$ cat src/rtl/matrix_store_allocator.sv
// Slot allocator and 256x8 backing store for generated matrices (SLOTS x 32-word windows).
// Define MAT_STORE_OVERWRITE_EN to recycle the oldest slot when the store is full.
module matrix_store_allocator #(
  parameter int SLOTS = 8
) (
  input  logic        clk,
  input  logic        rst,
  input  logic        dims_valid_i,
  input  logic [31:0] dim_m_i,
  input  logic [31:0] dim_n_i,
  output logic [7:0]  base_addr_o,
  output logic        addr_ready_o,
  input  logic        wr_en_i,
  input  logic [7:0]  wr_addr_i,
  input  logic [31:0] wr_data_i,
  input  logic        done_i,
  input  logic        abort_i,
  input  logic [7:0]  rd_addr_i,
  output logic [7:0]  rd_data_o,
  input  logic [2:0]  q_slot_i,
  output logic        q_valid_o,
  output logic [2:0]  q_m_o,
  output logic [2:0]  q_n_o,
  output logic [3:0]  count_o,
  output logic        full_o,
  output logic        alloc_fail_o,
  output logic        wr_err_o
);

`ifdef MAT_STORE_OVERWRITE_EN
  localparam bit OVERWRITE = 1'b1;
`else
  localparam bit OVERWRITE = 1'b0;
`endif
  localparam logic [3:0] SLOTS_L = 4'(SLOTS);

  typedef enum logic [1:0] {IDLE, ALLOC, READY, FILL} state_t;
  state_t state, state_n;

  logic [2:0]       wr_ptr, wr_ptr_inc;
  logic [SLOTS-1:0] slot_valid;
  logic [2:0]       meta_m [SLOTS];
  logic [2:0]       meta_n [SLOTS];
  logic [2:0]       lat_m, lat_n;
  logic [7:0]       ram [256];
  logic             dims_ok, in_window, ram_we;
  logic             latch_dims, commit, take_slot, evict, fail_n;
  logic             unused_wr_data;

  assign unused_wr_data = ^wr_data_i[31:8];
  assign dims_ok    = (dim_m_i >= 32'd1) && (dim_m_i <= 32'd5) &&
                      (dim_n_i >= 32'd1) && (dim_n_i <= 32'd5);
  assign in_window  = (wr_addr_i[7:5] == wr_ptr);
  assign ram_we     = (state == FILL) && wr_en_i && in_window;
  assign wr_ptr_inc = ({1'b0, wr_ptr} == SLOTS_L - 4'd1) ? 3'd0 : wr_ptr + 3'd1;
  assign full_o     = (count_o == SLOTS_L);
  assign addr_ready_o = (state == READY);

  always_ff @(posedge clk or posedge rst) begin
    if (rst) state <= IDLE;
    else     state <= state_n;
  end

  always_comb begin
    state_n    = state;
    latch_dims = 1'b0;
    commit     = 1'b0;
    take_slot  = 1'b0;
    evict      = 1'b0;
    fail_n     = 1'b0;
    case (state)
      IDLE: begin
        if (dims_valid_i) begin
          if (dims_ok) begin
            latch_dims = 1'b1;
            state_n    = ALLOC;
          end else begin
            fail_n = 1'b1;
          end
        end
      end
      ALLOC: begin
        if (abort_i) begin
          state_n = IDLE;
        end else if (full_o && !OVERWRITE) begin
          fail_n  = 1'b1;
          state_n = IDLE;
        end else begin
          take_slot = 1'b1;
          evict     = full_o;
          state_n   = READY;
        end
      end
      READY: state_n = abort_i ? IDLE : FILL;
      FILL: begin
        if (abort_i) begin
          state_n = IDLE;
        end else if (dims_valid_i) begin
          // next matrix arriving implies the current one is finished
          commit = 1'b1;
          if (dims_ok) begin
            latch_dims = 1'b1;
            state_n    = ALLOC;
          end else begin
            fail_n  = 1'b1;
            state_n = IDLE;
          end
        end else if (done_i) begin
          commit  = 1'b1;
          state_n = IDLE;
        end
      end
      default: state_n = IDLE;
    endcase
  end

  always_ff @(posedge clk or posedge rst) begin
    if (rst) begin
      wr_ptr       <= 3'd0;
      slot_valid   <= '0;
      count_o      <= 4'd0;
      base_addr_o  <= 8'd0;
      lat_m        <= 3'd0;
      lat_n        <= 3'd0;
      alloc_fail_o <= 1'b0;
      wr_err_o     <= 1'b0;
      for (int i = 0; i < SLOTS; i++) begin
        meta_m[i] <= 3'd0;
        meta_n[i] <= 3'd0;
      end
    end else begin
      alloc_fail_o <= fail_n;
      wr_err_o     <= (state == FILL) && wr_en_i && !in_window;
      if (latch_dims) begin
        lat_m <= dim_m_i[2:0];
        lat_n <= dim_n_i[2:0];
      end
      if (take_slot) begin
        base_addr_o <= {wr_ptr, 5'd0};
        if (evict) begin
          slot_valid[wr_ptr] <= 1'b0;
          count_o            <= count_o - 4'd1;
        end
      end
      if (commit) begin
        slot_valid[wr_ptr] <= 1'b1;
        meta_m[wr_ptr]     <= lat_m;
        meta_n[wr_ptr]     <= lat_n;
        wr_ptr             <= wr_ptr_inc;
        count_o            <= count_o + 4'd1;
      end
    end
  end

  // RAM is deliberately outside the reset domain so contents survive reset
  always_ff @(posedge clk) begin
    if (ram_we) ram[wr_addr_i] <= wr_data_i[7:0];
  end

  always_ff @(posedge clk or posedge rst) begin
    if (rst) begin
      rd_data_o <= 8'd0;
      q_valid_o <= 1'b0;
      q_m_o     <= 3'd0;
      q_n_o     <= 3'd0;
    end else begin
      rd_data_o <= ram[rd_addr_i];
      if (({1'b0, q_slot_i} < SLOTS_L) && slot_valid[q_slot_i]) begin
        q_valid_o <= 1'b1;
        q_m_o     <= meta_m[q_slot_i];
        q_n_o     <= meta_n[q_slot_i];
      end else begin
        q_valid_o <= 1'b0;
        q_m_o     <= 3'd0;
        q_n_o     <= 3'd0;
      end
    end
  end

endmodule

$ cat config.mk
export PLATFORM = sky130hd
export DESIGN_NAME = matrix_store_allocator
export DESIGN_NICKNAME = d
export VERILOG_FILES = /design/src/rtl/matrix_store_allocator.sv
export SDC_FILE = /design/constraint.sdc
export NUM_CORES = 2
export LEC_CHECK = 0
export CELL_PAD_IN_SITES_DETAIL_PLACEMENT = 1
export CELL_PAD_IN_SITES_GLOBAL_PLACEMENT = 2
export CORE_AREA = 4 4 493 495
export DETAILED_ROUTE_END_ITERATION = 8
export DIE_AREA = 0 0 497 499
export GPL_ROUTABILITY_DRIVEN = 0
export GPL_TIMING_DRIVEN = 0
export PLACE_DENSITY_LB_ADDON = 0.12
export REMOVE_ABC_BUFFERS = 1
export SLEW_MARGIN = 5
export SYNTH_ARGS = -nofsm -noshare
export SYNTH_HDL_FRONTEND = slang
export SYNTH_SLANG_ARGS = --single-unit
$ cat constraint.sdc
create_clock -name clk -period 4 [get_ports clk]
set_clock_uncertainty 0.2 [all_clocks]
set_input_delay 0.8 -clock clk [delete_from_list [all_inputs] [get_ports clk]]
set_output_delay 0.8 -clock clk [all_outputs]
set_load 0.01 [all_outputs]
==> impl_metrics.ini <==
[clock_tree]
root_buffer = clkbuf_16
cts_tree = done
htreeDepth = 4
path_clk_slew_ns = 0.06
cts_buffer_depth = 3
cts.sinks = 2139
insertion_delay_ns = 0.85
cts_buffers = 233

[power]
ir_drop_mv = 0.349
p_per_area_nw_per_um2 = 490
design_power_total_uw = 47400
leakage_uw = 0.0300

[logic_synthesis]
ys_types = 67
async_reset_ff_frac = 0.0425
synth_area_sq_um = 83300
yosysSeqAreaShare = 0.766
ys.flop_type = edfxtp_1
syn_avg_cell_area_sq_um = 21.0
synth.ff_latch_count = 2139
synth_edf_count = 2048
synth_cells = 3974
yosysWarnings = 0

[critical_path]
required_ns = 4.27
worstPathArrival_ns = 4.36
reg2reg_depth = 7
cpPeakStageDelay_ns = 0.89
critical_path.most_common_cell = nor2_1
cp-end-kind = flop
cpMaxStageDelayCell = clkdlybuf4s50_1
path_class = in2reg
crit_path_cell_trace = clkdlybuf4s50_1 > xor2_1 > nor4_2 > buf_4 > nand2_1 > nor2_1 > nand3_2 > nor2_1
start_kind = input port
critPathMaxFanout = 16

[grt]
grt_pass1_wl_um = 333000
grt_max_degree = 133
antenna_found_initial = 8
grt_util_all_layers = 0.188
first_global_vias = 42955
gr-total-overflow = 0

[routing]
detail_route.wl_per_cell_um = 31.3
drc = 0
drt_iter0_markers = 3121
antenna_left = 0
dr.pass1.iters = 5
via_count = 40084
finalWirelength_um = 236000
viasPerCell = 5.32

[timing]
finalHoldViolCount = 0
max_slew_margin = 0.178
setup_viol = 156
whs_ns = 0.137
clock.fmax_mhz = 244
fin_crit_sh = 1.02
setup_ws_ns = -0.0951
worstMarginPinSlew_ns = 1.23
finalCriticalPeriod_ns = 4.10
rsz0062_at_grt = true
slew_violations = 0

[floorplan]
pin_count = 152
fp.dieH_um = 499
placementRows = 179
die_area_sq_um = 248000
core_sq_um = 238000
die_w_um = 497
initial_core_util = 0.350

[placement]
port_buffers = 122
placed_cell_area_sq_um = 88800
pre_cts_slack_ns = -2.14
hpwl_um = 144000

[layout]
nets = 4306
n_fill_cell = 22316
final_cell_mix = 2048 x edfxtp_1, 452 x mux4_2, 235 x clkbuf_16, 195 x nor2_1, 161 x a22oi_1
drive_gt1_frac = 0.257
final_cell_area_sq_um = 96700
final_common_cell = edfxtp_1
area_growth_pct = 16.2

[status]
violations = setup timing
status = complete, but fails checks

[run]
cap_violations = 0

[worst_hold_path]
hp-class = in2async
-- cell families after synthesis --
kind of cell | synth area share
DFF | 0.766
muxes | 0.151
and+or+nand+nor | 0.0283
AOI/OAI and AO/OA | 0.0345
buffers and inverters | 0.0184
adders and majority gates | 0.00135
xor gates and xnor gates | 0.000631
other | 0.0000450
-- cells in the mapped netlist, types with 11 or more instances --
cell / instances / area (sq um)
a21oi_1: 99 / 495
a221oi_1: 29 / 254
a22o_1: 12 / 105
a22oi_1: 161 / 1210
a31oi_1: 12 / 75.1
buf_2: 66 / 330
buf_4: 31 / 233
buf_6: 23 / 259
clkbuf_1: 91 / 342
dfrtp_1: 91 / 2280
edfxtp_1: 2048 / 61500
mux2_2: 75 / 845
mux2i_1: 104 / 1040
mux4_1: 17 / 447
mux4_2: 452 / 10200
nand2_1: 50 / 188
nand2b_1: 13 / 81.3
nand3_1: 15 / 75.1
nor2_1: 308 / 1160
nor2b_1: 18 / 113
nor3_1: 28 / 140
nor4_1: 41 / 257
o21ai_0: 14 / 70.1
o221ai_1: 31 / 272
o22ai_1: 11 / 68.8
-- layout make-up --
| class | count | area, sq um | area share |
|---|---|---|---|
| sequential | 2139 | 63800 | 0.659 |
| antenna | 3 | 7.51 | 0.0000776 |
| tap | 3167 | 3960 | 0.0410 |
| inverter | 11 | 47.5 | 0.000492 |
| timing repair buffer | 199 | 2990 | 0.0309 |
| clock inverter | 124 | 983 | 0.0102 |
| multi-input combinational | 1592 | 18800 | 0.195 |
| clock buffer | 304 | 6140 | 0.0635 |
-- per-layer routing --
metal | share of wire | global-route usage | vias to the layer above
met5 | 0.000055 | 0 | -
met4 | 0.031 | 0.0619 | 2
met3 | 0.041 | 0.0317 | 312
met2 | 0.49 | 0.312 | 758
met1 | 0.43 | 0.253 | 21944
li1 | - | - | 17068
-- final timing paths --
check	from	slack, ns	endpoint
worst max-delay path	wr_addr_i[5]	-0.1	ram[123][7]
worst min-delay path	rst	0.14	meta_m[15]
worst max register to register	wr_ptr[0]	0.15	ram[123][7]
worst min register to register	slot_valid[2]	0.26	slot_valid[2]
max in group asynchronous	rst	2.74	rd_data_o[3]
min in group clk	wr_data_i[5]	0.14	ram[133][5]
-- power by group --
| group | leakage (uW) | total, uW | switching [uW] | internal, uW |
|---|---|---|---|---|
| clock | 0.00347 | 20300 | 8820 | 11500 |
| combinational | 0.00691 | 2460 | 1560 | 894 |
| sequential | 0.0196 | 24600 | 43.4 | 24500 |
| total | 0.0300 | 47400 | 10400 | 37000 |
-- registers in the layout, summed over array words and instances, names as in the netlist, 4 cells and up --
register	cells
meta_n	24
ram	2048
count_o	4
slot_valid	8
rd_data_o	8
meta_m	24
-- worst max-delay path, delay by kind of cell --
| kind | cells | cell delay (ns) |
|---|---|---|
| buffers and inverters | 2 | 1.10 |
| and+or+nand+nor | 5 | 2.24 |
| xor gates and xnor gates | 1 | 0.19 |
-- what timing repair did --
item / 4_1_cts / 5_1_grt
hold endpoints to repair: 8 / 0
endpoints found under the setup margin: 667 / 1083
buffers inserted: 0 / 2
hold buffers: 1 / 0
gates cloned: 5 / 0
gates resized for setup: 74 / 98
-- stage by stage --
| stage | utilization | cells | setup TNS (ns) |
|---|---|---|---|
| global placement | 0.366 | 7031 | - |
| floorplan | - | 3742 | -0.0822 |
| global route | 0.407 | 7537 | -61.00 |
| detailed placement | 0.373 | 7100 | -1685.47 |
| CTS | 0.405 | 7534 | -75.94 |
| finish | 0.407 | 7539 | -6.42 |
No activity file was read; power rests on OpenSTA's default activity.
